$ cat src/rtl/path_replayer_pkg.sv
// -----------------------------------------------------------------------------
// path_replayer_pkg
// Shared types and constants for the path replayer.
//   loc_t   : 8-bit maze location {X[7:4], Y[3:0]}
//   dir_t   : 2-bit move direction code
//   state_t : replayer FSM state code, with ST_* constants
// sat_inc8() is an 8-bit increment that sticks at 8'hFF.
// -----------------------------------------------------------------------------
package path_replayer_pkg;

    typedef logic [7:0] loc_t;
    typedef logic [1:0] dir_t;
    typedef logic [2:0] state_t;

    // Direction encodings. An X move is selected when dir[1]^dir[0] is set,
    // and dir[0] selects the +1 step.
    localparam dir_t DIR_YDEC = 2'b00;
    localparam dir_t DIR_XINC = 2'b01;
    localparam dir_t DIR_XDEC = 2'b10;
    localparam dir_t DIR_YINC = 2'b11;

    localparam state_t ST_IDLE      = 3'd0;
    localparam state_t ST_WAIT_MOVE = 3'd1;
    localparam state_t ST_CHECK     = 3'd2;
    localparam state_t ST_DONE      = 3'd3;
    localparam state_t ST_FAIL      = 3'd4;

    function automatic logic [7:0] sat_inc8(input logic [7:0] value);
        return (value == 8'hFF) ? value : value + 8'd1;
    endfunction

endpackage

$ cat src/rtl/path_replayer_loc_step.sv
// -----------------------------------------------------------------------------
// loc_step
// Purely combinational single-step location calculator.
//   curLoc      in  : current location {X,Y}
//   dir         in  : move direction (see path_replayer_pkg DIR_*)
//   nxtLoc      out : location after the step (wraps if outOfBounds; the
//                     caller must not use it in that case)
//   outOfBounds out : step would leave the 16x16 grid
// -----------------------------------------------------------------------------
module loc_step
    import path_replayer_pkg::*;
(
    input  loc_t curLoc,
    input  dir_t dir,
    output loc_t nxtLoc,
    output logic outOfBounds
);

    logic       axis_x;
    logic       step_up;
    logic [1:0] sel_n;
    logic [1:0] oob_n;

    assign axis_x  = dir[1] ^ dir[0];
    assign step_up = dir[0];

    // Nibble 0 is Y, nibble 1 is X; only the selected nibble moves.
    genvar gi;
    generate
        for (gi = 0; gi < 2; gi++) begin : g_nib
            logic [3:0] nib;
            assign nib       = curLoc[gi*4 +: 4];
            assign sel_n[gi] = (gi == 1) ? axis_x : ~axis_x;
            assign oob_n[gi] = sel_n[gi] & (step_up ? (nib == 4'hF) : (nib == 4'h0));
            assign nxtLoc[gi*4 +: 4] = sel_n[gi] ? (step_up ? nib + 4'd1 : nib - 4'd1) : nib;
        end
    endgenerate

    assign outOfBounds = |oob_n;

endmodule

$ cat src/rtl/path_replayer.sv
// -----------------------------------------------------------------------------
// path_replayer
// Replays a stream of moves through a 16x16 maze, checking each step against
// a 1-bit wall memory, and reports whether the path ends on GOAL_LOC.
// Parameters: GOAL_LOC, START_LOC (both {X[7:4],Y[3:0]}).
// Ports:
//   clk, rst              : clock, synchronous active-high reset
//   start                 : pulse, begins a replay (ignored while busy)
//   moveIn/moveValid/lastMove, moveReady : move handshake
//   mazeRd/mazeAddr/mazeData : wall lookup, data one cycle after mazeRd
//   curLoc, busy, reached, fail, moveCnt : status
// Build option: define PATH_REPLAYER_MOVE_COUNT_EN to implement the saturating
// moveCnt counter; otherwise moveCnt is constant zero.
// -----------------------------------------------------------------------------
module path_replayer
    import path_replayer_pkg::*;
#(
    parameter logic [7:0] GOAL_LOC  = 8'hFF,
    parameter logic [7:0] START_LOC = 8'h00
) (
    input  logic       clk,
    input  logic       rst,
    input  logic       start,
    input  logic [1:0] moveIn,
    input  logic       moveValid,
    input  logic       lastMove,
    output logic       moveReady,
    output logic       mazeRd,
    output logic [7:0] mazeAddr,
    input  logic       mazeData,
    output logic [7:0] curLoc,
    output logic       busy,
    output logic       reached,
    output logic       fail,
    output logic [7:0] moveCnt
);

    state_t state_reg, state_next;
    loc_t   cur_reg;
    loc_t   nxt_reg;
    logic   last_reg;

    loc_t   step_loc;
    logic   step_oob;
    logic   accept;
    logic   issue_rd;
    logic   restart;
    logic   commit;

    loc_step u_step (
        .curLoc      (cur_reg),
        .dir         (moveIn),
        .nxtLoc      (step_loc),
        .outOfBounds (step_oob)
    );

    assign accept   = (state_reg == ST_WAIT_MOVE) && moveValid;
    assign issue_rd = accept && !step_oob;
    assign restart  = start && ((state_reg == ST_IDLE) || (state_reg == ST_DONE) ||
                                (state_reg == ST_FAIL));
    assign commit   = (state_reg == ST_CHECK) && !mazeData;

    assign moveReady = (state_reg == ST_WAIT_MOVE);
    assign busy      = (state_reg == ST_WAIT_MOVE) || (state_reg == ST_CHECK);
    assign reached   = (state_reg == ST_DONE);
    assign fail      = (state_reg == ST_FAIL);
    assign mazeRd    = issue_rd;
    assign mazeAddr  = issue_rd ? step_loc : cur_reg;
    assign curLoc    = cur_reg;

    always_comb begin
        state_next = state_reg;
        case (state_reg)
            ST_IDLE, ST_DONE, ST_FAIL: begin
                if (start) state_next = ST_WAIT_MOVE;
            end
            ST_WAIT_MOVE: begin
                // An off-grid step fails without touching the maze.
                if (accept) state_next = step_oob ? ST_FAIL : ST_CHECK;
            end
            ST_CHECK: begin
                if (mazeData)                 state_next = ST_FAIL;
                else if (!last_reg)           state_next = ST_WAIT_MOVE;
                else if (nxt_reg == GOAL_LOC) state_next = ST_DONE;
                else                          state_next = ST_FAIL;
            end
            default: state_next = ST_IDLE;
        endcase
    end

    always_ff @(posedge clk) begin
        if (rst) begin
            state_reg <= ST_IDLE;
            cur_reg   <= START_LOC;
            nxt_reg   <= START_LOC;
            last_reg  <= 1'b0;
        end else begin
            state_reg <= state_next;
            if (restart)     cur_reg <= START_LOC;
            else if (commit) cur_reg <= nxt_reg;
            if (issue_rd) begin
                nxt_reg  <= step_loc;
                last_reg <= lastMove;
            end
        end
    end

`ifdef PATH_REPLAYER_MOVE_COUNT_EN
    logic [7:0] cnt_reg;

    always_ff @(posedge clk) begin
        if (rst)         cnt_reg <= 8'h00;
        else if (restart) cnt_reg <= 8'h00;
        else if (commit)  cnt_reg <= sat_inc8(cnt_reg);
    end

    assign moveCnt = cnt_reg;
`else
    assign moveCnt = 8'h00;
`endif

endmodule
$ cat config.mk
export PLATFORM = sky130hd
export DESIGN_NAME = path_replayer
export DESIGN_NICKNAME = d
export VERILOG_FILES = /design/src/rtl/path_replayer_pkg.sv /design/src/rtl/path_replayer_loc_step.sv /design/src/rtl/path_replayer.sv
export SDC_FILE = /design/constraint.sdc
export NUM_CORES = 1
export LEC_CHECK = 0
export CAP_MARGIN = 20
export CORE_MARGIN = 4
export CORE_UTILIZATION = 27
export CTS_CLUSTER_DIAMETER = 80
export DETAILED_ROUTE_END_ITERATION = 16
export SYNTH_ARGS = -nofsm -noshare
export SYNTH_HDL_FRONTEND = slang
export SYNTH_SLANG_ARGS = --single-unit
$ cat constraint.sdc
create_clock -name clk -period 1.7 [get_ports clk]
set_input_delay 0.255 -clock clk [delete_from_list [all_inputs] [get_ports clk]]
set_output_delay 0.255 -clock clk [all_outputs]
set_load 0.05 [all_outputs]
# Word-level counts from Yosys, hierarchy flattened
# Index checks and enable logic that the tools add are counted.
word_totals:
  out_inout_bits: 29
  input_bits: 8
  reg_bits: 20
  word_cells: 51
classes:
  bitwise_logic: 4
  eq_ne: 9
  reduce_logical: 16
  n_addsub: 4
  muxes: 14
op_table:
  columns: ["cell", "n"]
  rows:
  - ["2-to-1 mux 3 bit", 6]
  - ["2-to-1 mux 4 bit", 4]
  - ["one-hot mux 3 bit (3 select lines)", 1]
  - ["adder 4 x 1 -> 4 bit (second input constant)", 2]
  - ["== test 4 bit (second input constant)", 2]
  - ["== test 8 bit (second input constant)", 1]
  - ["logical NOT 4 bit", 2]
  - ["2-to-1 mux 8 bit", 1]
  - ["subtractor 4 x 1 -> 4 bit (second input constant)", 2]
  - ["== test 3 x 2 -> 1 bit (second input constant)", 2]
  - ["logical AND 1 bit", 4]
  - ["OR reduction 2 bit", 2]
  - ["== test 3 x 1 -> 1 bit (second input constant)", 1]
  - ["== test 3 bit (second input constant)", 1]
  - ["logical NOT 3 bit", 1]
  - ["logical OR 1 bit", 3]
  - ["OR reduction 3 bit", 1]
  - ["AND 1 bit", 2]
  - ["logical NOT 1 bit", 2]
  - ["2-to-1 mux 1 bit", 2]
  - ["!= test 2 x 1 -> 1 bit (second input constant)", 1]
  - ["!= test 2 bit (second input constant)", 1]
  - ["AND reduction 2 bit", 1]
  - ["inverter 1 bit", 1]
  - ["bitwise XOR 1 bit", 1]

# Logic depth before layout (Yosys ltp)
depth:
  word_depth: 7
  depth_mapped: 8
  depth_no_buf: 7

# Cells and area by module
# A second synthesis with hierarchy kept.
hier_totals:
  hier_cells: 184
  area_unflattened_um2: 1390.1
modules_own_cells:
  columns: ["mod", "n_inst", "area_each_um2", "cells_each", "seq_area_each_um2"]
  rows:
  - ["path_replayer", 1, 1063.5, 142, 400.4]
  - ["loc_step", 1, 326.6, 42, 0.0]

# Worst setup path before layout
# OpenSTA, ideal clock, no wires.
synth_timing:
  path_kind: "register to output"
  startpoint: "reg cur_reg[2] (netlist: curLoc[2])"
  endpoint: "out mazeAddr[3]"
  slack_ns: -1.343
  path_buffers: 0
  t_arrival_ns: 2.788
  t_required_ns: 1.445
  path_stages_with_launch: 7
  path_cell_list: "dfxtp_1 -> ha_1 -> a21oi_1 -> a21oi_1 -> a31o_2 -> xnor2_1 -> o21ai_0"
synth_between:
  elab_chain_cells: 7
synth_rtl:
  columns: ["element", "line", "source"]
  rows:
  - ["start: declaration", "path_replayer.sv:39", "loc_t cur_reg;"]
  - ["start signal: assignment", "path_replayer.sv:100", "else if (commit) cur_reg <= nxt_reg;"]
  - ["== test 4 bit / logical NOT 4 bit (equally long branches)", "path_replayer_loc_step.sv:34", "assign oob_n[gi] = sel_n[gi] & (step_up ? (nib == 4'hF) : (nib == 4'h0));"]
  - ["2-to-1 mux 1 bit", "path_replayer_loc_step.sv:34", null]
  - ["AND 1 bit", "path_replayer_loc_step.sv:34", null]
  - ["OR reduction 2 bit", "path_replayer_loc_step.sv:39", "assign outOfBounds = |oob_n;"]
  - ["logical NOT 1 bit", "path_replayer.sv:58", "assign issue_rd = accept && !step_oob;"]
  - ["logical AND 1 bit", "path_replayer.sv:58", null]
  - ["2-to-1 mux 8 bit *", "path_replayer.sv:68", "assign mazeAddr = issue_rd ? step_loc : cur_reg;"]
  - ["end: declaration", "path_replayer.sv:29", "output logic [7:0] mazeAddr,"]
# Every way passes the cells marked *; elsewhere a longest branch is shown, timed or not.

# Final worst setup path
# Ends and elaborated chain as after synthesis.

==> results <==
- The run finished, with violations left.
- The final reports fail on setup timing.
- After synthesis, the cell types taking the most area are dfxtp_1 (25%), a21oi_1 (7.0%), nand2_1 (5.9%).
- The last weighted congestion value of the routability-driven placer is 0.793.
- The post-detailed-route count of antenna-violating nets is 0.
- The CTS H-tree depth is 1.
- Data on the critical path is required at its endpoint by 1440 ps.
- The final standard cell count with taps included and fillers excluded is 357.
- The effective utilization at floorplan is 0.283.
- The minimum period implied by the final worst setup slack is 2100 ps.
- Among all flip-flop cells after synthesis, the most frequent one is dfxtp_1.
- The routed layout has 1772 vias.
- The count of unresolved DRC violations after routing is 0.
- The flip-flop and latch area is 425 µm².
- In this run, placement finished with an instance count of 339.
- The count of pins over their slew limit is 0.
- After synthesis, the mean cell area works out to ~8.1 µm².
- For this run, asynchronously set or reset flops after synthesis account for 0.
- The number of buffers added on ports is 28.
- The number of nets in the layout is 300.
- The via count of the first global-routing pass is 1795.
- For this design the top-level I/O count stands at 37.
- Clock tree synthesis inserted a total of 3 buffers.
- The detailed placement HPWL is 3700 µm.
- The later pin in the worst-skew pair is clocked with a latency of 270 ps.
- Dividing total power by cell area gives a power density of 557 nW/µm².
- The sum of routed wire length over all layers is 5220 µm.
- The number of hold violations in the final report came to 0.
- The critical path is of the flop to output pin type.
- The layout cell share with drive strength beyond 1 is 0.537.
- The total negative slack for setup checks is -3320 ps.
- The number of synthesis warnings is 0.
- The initial antenna violation count is 0.
- The maximum cell stage delay along the critical path is roughly 360 ps.
- For this run, global-route usage on met2 was measured as 0.244.
- In the global route stage, overall resource usage came out at 0.148.
- The area growth from synthesis to layout is 86.9%.
- The maximum VDD drop is 0.000313 V.
- The most repeated cell in the gate-level netlist after synthesis is nand2_1.
- The final hold slack is 474 ps.
- The met1 layer usage reported by global route is 0.196.
- The instance area at placement is 2490 µm².
- The clock tree skew after final layout is 8.96 ps.
- The height of the chip is 84.4 µm.
- The dominant delay contributor by cell family on the critical path is compound AO/OA/AOI/OAI gates.
- Together, buffers and inverters on the worst path number 1.
- The diode insertion count for antenna repair is 0.
- The core region is 5570 µm².
- The fraction of synthesized cell area taken by the top area cell type is 0.254.
- For this run, global-route usage on met3 was measured as 0.0304.
- The number of iterations in the first detailed-routing pass is 4.
- The multi-input gate area in the final layout is 1380 µm².
- STA classifies the critical path endpoint as an output pin.
- Setup repair after global routing could not meet its margin everywhere.
- After clock tree synthesis, the flow added hold-fix buffers numbering 0.
- The maximum number of pins on one net before global-route repair is 12.
- Setup violations remaining at the end of the flow were counted as 12.
- The final cell utilization of the core is 0.529.
- Among all stages on the critical path, the largest delay is contributed by dfxtp_4.
- The sequential cell area fraction in the yosys report is 0.254.
- Data on the critical path arrives at its endpoint at 1850 ps.
- The worst hold path belongs to the class flop to flop.
- The cell area after technology mapping is 1580 µm².
- Summed over all cells, the static leakage comes to 1.15 nW.
- Ranked by instance count, the synthesized netlist is headed by nand2_1 (25), a21oi_1 (22), dfxtp_1 (20).
- The most congested layer reported by global routing is met2.
- The worst-path maximum fanout is 3.
- Dividing the detail-routed via count by the number of cells gives 4.96.
- The tree built by TritonCTS fans out to 20 sinks.
- In this run the clock root is driven by a clkbuf_8.
- The number of placement rows is 27.
- The first global-routing pass estimated 8580 µm of wire.
- The number of unique standard cell types used by synthesis is 44.
- TritonCTS built the clock tree.
- Based on the critical path, the design can be clocked at up to 476 MHz.
- For this run the aggregate overflow at the end of global routing stands at 0.
- The category of the worst setup path launch point is a flop.
- The final instance area is 2950 µm².
- Synthesis inferred 20 register bits.
- The routed wirelength normalized by instance count is 14.6 µm.
- In this run, the number of DRC markers left after iteration 0 of detailed routing was 127.
- The clock tree buffer depth is 2.
- The horizontal extent of the die is 84.4 µm.
- The largest area contributor in the netlist is dfxtp_1.
- The share of the cycle needed by the critical path after routing is 1.24.
- The worst path setup slack after routing is -401 ps.
- The signal on the critical path passes through ha_4 > a21oi_4 > a21oi_2 > a31o_4 > xnor2_4 > o21ai_4 > buf_12.
- The area of the die is 7130 µm².
- The final-layout fill cell count is 500.
- The instance count of the mapped netlist is 195.
- Clock-pin slew was measured on the worst setup and hold paths at 80 ps.
- In this run, synthesis inferred 0 flip-flops with an integrated enable.
- The number of maximum-capacitance constraint violations is 0.
## worst register-to-register path, cell delays in order (launching register included)
cell and delay (ps):
dfxtp_4 360, buf_6 120, nand4_1 110, nor2_2 70
a21oi_4 230, nand3_4 230, buf_4 200, buf_4 130
buf_4 120, mux2_4 280
## report_power, final
part / switching (W) / internal, W
clock network: 0.000171 / 0.000207
logic: 0.000416 / 0.000351
registers: 0.0000180 / 0.000481
total: 0.000604 / 0.00104
## layout make-up
cell class                 instances  share of cell area
clock buffer                       4              0.0187
inverter                           9              0.0127
multi-input combinational        154               0.467
sequential                        20               0.144
tap                               72              0.0305
timing repair buffer              98               0.327
## metal layers
metal | wire, µm | vias up
li1 | - | 871
met1 | 2360 | 851
met2 | 2550 | 46
met3 | 273 | 4
met4 | 38 | 0
met5 | 0 | -
## logic make-up (layout without fill, tap and decap cells)
| logic type | after synthesis | in the layout | synth area share |
|---|---|---|---|
| DFF | 20 | 20 | 0.254 |
| and+or+nand+nor | 63 | 63 | 0.236 |
| other | 1 | 8 | 0.00238 |
| xor gates and xnor gates | 11 | 11 | 0.0611 |
| AOI/OAI and AO/OA | 63 | 63 | 0.255 |
| muxes | 3 | 3 | 0.0285 |
| buffers and inverters | 28 | 111 | 0.106 |
| adders and majority gates | 6 | 6 | 0.0571 |
## worst paths after layout
check                                 from     endpoint  slack, ps  cells past startpoint
worst min-delay path            nxt_reg[6]    curLoc[6]        470                      2
worst max-delay path             curLoc[2]  mazeAddr[3]       -400                      7
worst max register to register   curLoc[2]   nxt_reg[4]       -250                      9
worst min register to register  nxt_reg[6]    curLoc[6]        470                      2
## through the flow
step	power [W]	setup WS (ps)
floorplan	0.000918	-485
global placement	0.00120	-815
detailed placement	0.00120	-833
CTS	0.00162	-373
global route	0.00172	-453
finish	0.00164	-401
## placed cells by master (no fill, tap or decap), types with 4 or more instances in the layout
cell             count
buf_6                8
o21ai_0              5
o21ai_4              5
a31oi_1              5
nand4_1              6
dfxtp_4              6
o31ai_4              4
buf_12              13
clkbuf_8             4
inv_1                7
nor2_1              10
a21oi_1             16
dfxtp_1             12
a21oi_2              4
nand2_1             24
conb_1               8
o211ai_1             4
buf_4               68
clkdlybuf4s50_1      5
xnor2_1              5
## repair_timing
| action | in CTS | in global routing |
|---|---|---|
| setup buffers | 10 | 8 |
| setup endpoints to repair | 18 | 16 |
| cloned | 0 | 0 |
| resized for setup | 50 | 14 |
| pin swaps | 18 | 19 |
Power figures use the tool's default switching activity.
